### src/rtl/uart_pkg.sv
// Shared definitions for the UART transmit path (and the future receiver).
// UART_TX_BREAK_EN adds the StBreak state used for line-break support.
package uart_pkg;

   // Line states of the transmitter; StBreak exists only with break support.
   typedef enum logic [2:0] {
      StIdle,
      StStart,
      StData,
      StParity,
      StStop,
      StGuard
`ifdef UART_TX_BREAK_EN
      ,
      StBreak
`endif
   } tx_state_e;

   // Parity modes.
   localparam int unsigned PAR_NONE = 0;
   localparam int unsigned PAR_ODD  = 1;
   localparam int unsigned PAR_EVEN = 2;

   // Parity bit for a word whose XOR-reduction is word_xor.
   function automatic logic parity_bit(input int unsigned mode, input logic word_xor);
      return (mode == PAR_ODD) ? ~word_xor : word_xor;
   endfunction

endpackage

### src/rtl/uart_tx_frame_if.sv
// Source-side handshake and line signals of the UART transmitter.
// UART_TX_BREAK_EN adds the brk request.
interface uart_tx_frame_if #(
   parameter int unsigned DATA_BITS = 8
) ();

   logic                 en;
   logic [DATA_BITS-1:0] in_data;
   logic                 in_valid;
   logic                 in_ready;
   logic                 busy;
   logic                 done;
   logic                 out;
`ifdef UART_TX_BREAK_EN
   logic                 brk;
`endif

   // Word source / controller side.
   modport master (
`ifdef UART_TX_BREAK_EN
      output brk,
`endif
      output en,
      output in_data,
      output in_valid,
      input  in_ready,
      input  busy,
      input  done,
      input  out
   );

   // Transmitter side.
   modport slave (
`ifdef UART_TX_BREAK_EN
      input  brk,
`endif
      input  en,
      input  in_data,
      input  in_valid,
      output in_ready,
      output busy,
      output done,
      output out
   );

endinterface

### src/rtl/uart_bit_timer.sv
// Per-bit cycle divider: counts 0..CLKS_PER_BIT-1 and flags the terminal count.
module uart_bit_timer #(
   parameter int unsigned CLKS_PER_BIT = 16
) (
   input  logic clk,
   input  logic rst_n,
   input  logic restart,
   output logic tick
);

   localparam int unsigned CntW = (CLKS_PER_BIT > 2) ? $clog2(CLKS_PER_BIT) : 1;
   localparam logic [CntW-1:0] LastCnt = CntW'(CLKS_PER_BIT - 1);

   logic [CntW-1:0] cnt_q, cnt_d;

   assign tick = (cnt_q == LastCnt);

   // Advance the divider; restart holds it at zero, terminal count wraps it.
   always_comb begin
      cnt_d = cnt_q + 1'b1;
      if (restart || tick) begin
         cnt_d = '0;
      end
   end

   // Divider register with synchronous reset.
   always_ff @(posedge clk) begin
      if (!rst_n) begin
         cnt_q <= '0;
      end else begin
         cnt_q <= cnt_d;
      end
   end

endmodule

### src/rtl/uart_tx_frame.sv
// Parametrised UART transmitter: start, DATA_BITS LSB-first, optional parity,
// STOP_BITS stop periods and an optional guard period, valid/ready input.
// Define UART_TX_BREAK_EN to add line-break support through bus.brk.
module uart_tx_frame
   import uart_pkg::*;
#(
   parameter int unsigned DATA_BITS    = 8,
   parameter int unsigned PARITY       = 0,
   parameter int unsigned STOP_BITS    = 1,
   parameter int unsigned CLKS_PER_BIT = 16,
   parameter int unsigned TURBO_FRAMES = 0
) (
   input logic            clk,
   input logic            rst_n,
   uart_tx_frame_if.slave bus
);

   if (DATA_BITS < 5 || DATA_BITS > 9) begin : g_bad_data_bits
      $error("uart_tx_frame: DATA_BITS must be 5..9");
   end
   if (PARITY > PAR_EVEN) begin : g_bad_parity
      $error("uart_tx_frame: PARITY must be 0, 1 or 2");
   end
   if (STOP_BITS < 1 || STOP_BITS > 2) begin : g_bad_stop_bits
      $error("uart_tx_frame: STOP_BITS must be 1 or 2");
   end
   if (CLKS_PER_BIT < 2) begin : g_bad_clks_per_bit
      $error("uart_tx_frame: CLKS_PER_BIT must be >= 2");
   end
   if (TURBO_FRAMES > 1) begin : g_bad_turbo
      $error("uart_tx_frame: TURBO_FRAMES must be 0 or 1");
   end

   // Wide enough for both the data-bit and stop-bit index.
   localparam int unsigned CntW = 4;
   localparam logic [CntW-1:0] LastData = CntW'(DATA_BITS - 1);
   localparam logic [CntW-1:0] LastStop = CntW'(STOP_BITS - 1);
   localparam bit HasParity = (PARITY != PAR_NONE);
   localparam bit Turbo     = (TURBO_FRAMES == 1);

   tx_state_e            state_q, state_d;
   logic [DATA_BITS-1:0] data_q, data_d;
   logic [DATA_BITS-1:0] shift_q, shift_d;
   logic [CntW-1:0]      bit_cnt_q, bit_cnt_d;
   logic                 tick;
   logic                 restart;
   logic                 accept;
   logic                 brk;
   logic                 last_stop_tc;

`ifdef UART_TX_BREAK_EN
   assign brk = bus.brk && bus.en;
`else
   assign brk = 1'b0;
`endif

   assign last_stop_tc = (state_q == StStop) && (bit_cnt_q == LastStop) && tick;

   assign bus.in_ready = rst_n && bus.en && !brk &&
                         ((state_q == StIdle) || (Turbo && last_stop_tc));
   assign accept       = bus.in_valid && bus.in_ready;
   assign bus.done     = last_stop_tc && bus.en;

   // Hold the divider at zero while nothing is being timed.  In StBreak it is
   // released in the cycle brk drops, so that cycle counts towards the guard.
`ifdef UART_TX_BREAK_EN
   assign restart = !bus.en || (state_q == StIdle) || ((state_q == StBreak) && brk);
`else
   assign restart = !bus.en || (state_q == StIdle);
`endif

   uart_bit_timer #(
      .CLKS_PER_BIT(CLKS_PER_BIT)
   ) u_bit_timer (
      .clk    (clk),
      .rst_n  (rst_n),
      .restart(restart),
      .tick   (tick)
   );

   // Frame sequencing: next state, word capture and bit index.
   always_comb begin
      state_d   = state_q;
      data_d    = data_q;
      shift_d   = shift_q;
      bit_cnt_d = bit_cnt_q;
      case (state_q)
         StIdle: begin
            if (accept) begin
               state_d   = StStart;
               data_d    = bus.in_data;
               shift_d   = bus.in_data;
               bit_cnt_d = '0;
            end
`ifdef UART_TX_BREAK_EN
            else if (brk) begin
               state_d = StBreak;
            end
`endif
         end
         StStart: begin
            if (tick) begin
               state_d   = StData;
               bit_cnt_d = '0;
            end
         end
         StData: begin
            if (tick) begin
               shift_d = shift_q >> 1;
               if (bit_cnt_q == LastData) begin
                  bit_cnt_d = '0;
                  state_d   = HasParity ? StParity : StStop;
               end else begin
                  bit_cnt_d = bit_cnt_q + 1'b1;
               end
            end
         end
         StParity: begin
            if (tick) begin
               state_d   = StStop;
               bit_cnt_d = '0;
            end
         end
         StStop: begin
            if (tick) begin
               if (bit_cnt_q == LastStop) begin
                  bit_cnt_d = '0;
                  if (!Turbo) begin
                     state_d = StGuard;
                  end else if (accept) begin
                     // Back-to-back: next start bit follows with no idle cycle.
                     state_d = StStart;
                     data_d  = bus.in_data;
                     shift_d = bus.in_data;
                  end else begin
                     state_d = StIdle;
                  end
               end else begin
                  bit_cnt_d = bit_cnt_q + 1'b1;
               end
            end
         end
         StGuard: begin
            if (tick) begin
               state_d = StIdle;
            end
         end
`ifdef UART_TX_BREAK_EN
         StBreak: begin
            if (!brk) begin
               state_d = StGuard;
            end
         end
`endif
         default: state_d = StIdle;
      endcase
      // Disable aborts the frame outright; the line goes back to mark.
      if (!bus.en) begin
         state_d   = StIdle;
         bit_cnt_d = '0;
      end
   end

   // Line level and busy flag decoded from the current state.
   always_comb begin
      bus.out  = 1'b1;
      bus.busy = 1'b1;
      case (state_q)
         StIdle: begin
            bus.out  = !brk;
            bus.busy = 1'b0;
         end
         StStart:  bus.out = 1'b0;
         StData:   bus.out = shift_q[0];
         StParity: bus.out = parity_bit(PARITY, ^data_q);
         StStop:   bus.out = 1'b1;
         StGuard:  bus.out = 1'b1;
`ifdef UART_TX_BREAK_EN
         StBreak: begin
            bus.out  = !brk;
            bus.busy = 1'b0;
         end
`endif
         default:  bus.out = 1'b1;
      endcase
   end

   // State and datapath registers with synchronous reset.
   always_ff @(posedge clk) begin
      if (!rst_n) begin
         state_q   <= StIdle;
         data_q    <= '0;
         shift_q   <= '0;
         bit_cnt_q <= '0;
      end else begin
         state_q   <= state_d;
         data_q    <= data_d;
         shift_q   <= shift_d;
         bit_cnt_q <= bit_cnt_d;
      end
   end

endmodule

### src/flat_wrapper.sv
// flat-port wrapper written by rule: the top's interface ports become plain ports
module uart_tx_frame_flat import uart_pkg::*;
#(
   parameter int unsigned DATA_BITS    = 8,
   parameter int unsigned PARITY       = 0,
   parameter int unsigned STOP_BITS    = 1,
   parameter int unsigned CLKS_PER_BIT = 16,
   parameter int unsigned TURBO_FRAMES = 0
)
  (clk, rst_n, bus_en, bus_in_data, bus_in_valid, bus_in_ready, bus_busy, bus_done, bus_out);
  uart_tx_frame_if #(.DATA_BITS(DATA_BITS)) bus_i ();
  input logic clk;
  input logic rst_n;
  input wire logic [$bits(bus_i.en)-1:0] bus_en;
  input wire logic [$bits(bus_i.in_data)-1:0] bus_in_data;
  input wire logic [$bits(bus_i.in_valid)-1:0] bus_in_valid;
  output wire logic [$bits(bus_i.in_ready)-1:0] bus_in_ready;
  output wire logic [$bits(bus_i.busy)-1:0] bus_busy;
  output wire logic [$bits(bus_i.done)-1:0] bus_done;
  output wire logic [$bits(bus_i.out)-1:0] bus_out;
  assign bus_i.en = bus_en;
  assign bus_i.in_data = bus_in_data;
  assign bus_i.in_valid = bus_in_valid;
  assign bus_in_ready = bus_i.in_ready;
  assign bus_busy = bus_i.busy;
  assign bus_done = bus_i.done;
  assign bus_out = bus_i.out;
  uart_tx_frame #(.DATA_BITS(DATA_BITS), .PARITY(PARITY), .STOP_BITS(STOP_BITS), .CLKS_PER_BIT(CLKS_PER_BIT), .TURBO_FRAMES(TURBO_FRAMES)) u_core (.clk(clk), .rst_n(rst_n), .bus(bus_i));
endmodule
### config.mk
export PLATFORM = sky130hd
export DESIGN_NAME = uart_tx_frame_flat
export DESIGN_NICKNAME = d
export VERILOG_FILES = /design/src/rtl/uart_pkg.sv /design/src/rtl/uart_tx_frame_if.sv /design/src/rtl/uart_bit_timer.sv /design/src/rtl/uart_tx_frame.sv /design/src/flat_wrapper.sv
export SDC_FILE = /design/constraint.sdc
export NUM_CORES = 1
export LEC_CHECK = 0
export CAP_MARGIN = 20
export CORE_AREA = 2 2 53 55
export DETAILED_ROUTE_END_ITERATION = 8
export DIE_AREA = 0 0 55 57
export GPL_TIMING_DRIVEN = 0
export MAX_ROUTING_LAYER = met4
export PLACE_DENSITY = 0.79
export SLEW_MARGIN = 20
export SYNTH_ARGS = -nofsm -noshare
export SYNTH_HDL_FRONTEND = slang
export SYNTH_SLANG_ARGS = --single-unit
### constraint.sdc
create_clock -name clk -period 2.6 [get_ports clk]
set_clock_uncertainty 0.2 [all_clocks]
set_input_delay 0.52 -clock clk [delete_from_list [all_inputs] [get_ports clk]]
set_output_delay 0.52 -clock clk [all_outputs]
set_load 0.01 [all_outputs]
==> results.toml <==
[cells_and_area]
fin_area_um2 = 1690
nets = 205
utilization_pct = 64.7
n_antenna_cell = 0
fillers = 229
drive_gt1_share_pct = 11.6
area_growth_pct = 16.5

[cts]
clk_latency_ns = 0.32
cts_tree = "built"
clock-sinks = 27
cts_hold_buf = 0
cts-root-buf = "clkbuf_4"
cts_made_buffers = 3
clockBufferDepth = 2
path_clk_slew_ns = 0.14
htree_levels = 1

[floorplanning]
ioPinCount = 16
fp.dieH_um = 57
die_area_um2 = 3140
rows = 19
die_width_um = 55
core_um2 = 2620
initial_core_util_pct = 55.6

[detailed_routing]
drtIter0Drc = 48
ant_nets = 0
drc = 0
firstDrtPassIters = 4
dr_total_vias = 1320
routed_wl_mm = 3.28
routedWlPerCell_um = 14.9
via_per_inst = 6.00

[global_routing]
antenna_found_initial = 0
grt_pass1_wl_mm = 5.45
grt_max_degree = 16
grt_overflow_total = 0
grt_pass1_vias = 1280
grt_use_total_pct = 24.4

[worst_setup_path]
cp_max_fo = 10
worstPathRequired_ns = 1.88
critPathKind = "register to primary output"
end_kind = "primary output"
cp.arrival_ns = 1.72
startpoint_type = "register"

[pwr]
switching_share_pct = 25.3
p_sw_mw = 0.180
p_int_mw = 0.532
ir_drop_uv = 365
powerDensity_nw_per_um2 = 421
seq_power_share_pct = 60.7
power_frac_clock_pct = 25.2
p_leak_nw = 0.724
comb_power_share_pct = 14.0

[timing]
fmax_ghz = 0.410
setup_tns_ns = 0
finalCriticalPeriod_ns = 2.44
max_slew.worst_pin.slew_ns = 0.589
rsz0062_at_grt = "false"
maxSlewViolCount = 0
finalHoldViolCount = 0
min_period_over_period_pct = 93.9
setup_violations = 0
timing.slew.headroom_pct = 60.6
whs_ns = 0.259

[logic_synthesis]
synth_top_area_cell = "dfxtp_1"
yosysSeqAreaShare_pct = 37.2
synth_edf_count = 0
yosys_warnings = 0
syn_area_um2 = 1450
synth.distinct_cells = 37
syn_nets = 185
synthCells = 170
synth.avg_cell_area_um2 = 8.54
synth.most_common_cell = "dfxtp_1"
ys.flop_type = "dfxtp_1"
ys_seq_elements = 27
synth_area_leaders = "dfxtp_1, nand2_1, mux2i_1, nand3_1, a21oi_1"
synthArstFlopShare_pct = 0
synth_top_area_share_pct = 37.2
netlist_top_cells_count = "dfxtp_1, nand2_1, nand3_1, a21oi_1"

[run]
max-cap-violations = 0

[placement]
place_area_um2 = 1640
port-buffer-count = 15
globalplace.congestion = 0.803
place_hpwl_mm = 2.38

[worst_hold_path]
hold_class = "register to register"

[status]
status = "complete, no violations"
## cell families (layout without fill, tap and decap cells)
kind of cell	after synthesis	count (layout)	share of synthesized area, %
flip-flops	27	27	37.2
XOR/XNOR	9	9	5.43
multiplexers	9	9	6.20
adder cells (fa/ha/maj)	3	3	2.58
AO/OA/AOI/OAI	39	39	19.5
buffers and inverters	18	37	7.06
AND/OR/NAND/NOR	65	65	22.1
## final cells by class
type                            count  area, um2  area share [%]
Buffer                              9       75.1            4.43
Clock buffer                        3       22.5            1.33
Clock inverter                      1       5.00           0.296
Inverter                            9       33.8            2.00
Multi-Input combinational cell    125        831            49.1
Sequential cell                    27        541            31.9
Tap cell                           31       38.8            2.29
Timing Repair Buffer               15        146            8.65
## power groups by stage
| stage | sequential, mW | clock [mW] | combinational (mW) |
|---|---|---|---|
| after floorplan | 0.440 | 0 | 0.0600 |
| after global placement | 0.441 | 0 | 0.0935 |
| after detailed placement | 0.441 | 0 | 0.0975 |
| after CTS | 0.432 | 0.187 | 0.0994 |
| after global routing | 0.434 | 0.206 | 0.108 |
| final | 0.432 | 0.180 | 0.100 |
## path summary, 6_finish.rpt
kind	slack, ns	cells after the start	to	startpoint
setup / recovery	0.16	4	bus_done	u_core.state_q[1]
hold / removal	0.26	1	u_core.u_bit_timer.cnt_q[0]	u_core.u_bit_timer.cnt_q[0]
setup reg to reg	0.70	7	u_core.bit_cnt_q[0]	u_core.state_q[2]
hold reg to reg	0.26	1	u_core.u_bit_timer.cnt_q[0]	u_core.u_bit_timer.cnt_q[0]
## cells in the final DEF (no fill, tap or decap), types with 3 or more instances in the layout
cell	n
dlygate4sd2_1	3
xor2_1	3
clkdlybuf4s50_1	12
ha_1	3
o21ai_0	7
mux2i_1	9
clkbuf_4	3
nor2_1	9
nand2_1	25
inv_1	7
buf_2	3
dfxtp_1	27
o211a_1	6
buf_6	5
xnor2_1	6
nand3_1	16
and2_1	3
a21oi_1	13
## metrics by stage
stage / std cells / power (mW) / setup slack [ns]
floorplan: 170 / 0.500 / 0.666
global placement: 216 / 0.534 / -0.143
detailed placement: 216 / 0.539 / -0.178
CTS: 220 / 0.718 / 0.148
global route: 220 / 0.749 / 0.0539
finish: 220 / 0.712 / 0.159
## registers in the layout, summed over array words and instances, names as in the netlist
register,flops
u_core.bit_cnt_q,4
u_core.data_q,8
u_core.shift_q,8
u_core.state_q,3
u_core.u_bit_timer.cnt_q,4
## per-layer routing
layer | part of all wire (%) | track usage (%)
met5 | 0 | -
met4 | 0.95 | 7.67
met3 | 3.7 | 3.40
met2 | 55 | 43.5
met1 | 40 | 27.0
## worst max-delay path: stages, from the launching register on
cell           delay [ns]
dfxtp_1              0.37
buf_6                0.15
or3b_4               0.41
nor3_2               0.18
dlygate4sd2_1        0.28
## what timing repair did
| action | 4_1_cts | 5_1_grt |
|---|---|---|
| endpoints found under the setup margin | 3 | 0 |
| resized for setup | 10 | 0 |
| setup buffers | 0 | 0 |
No activity file was read; power rests on OpenSTA's default activity.
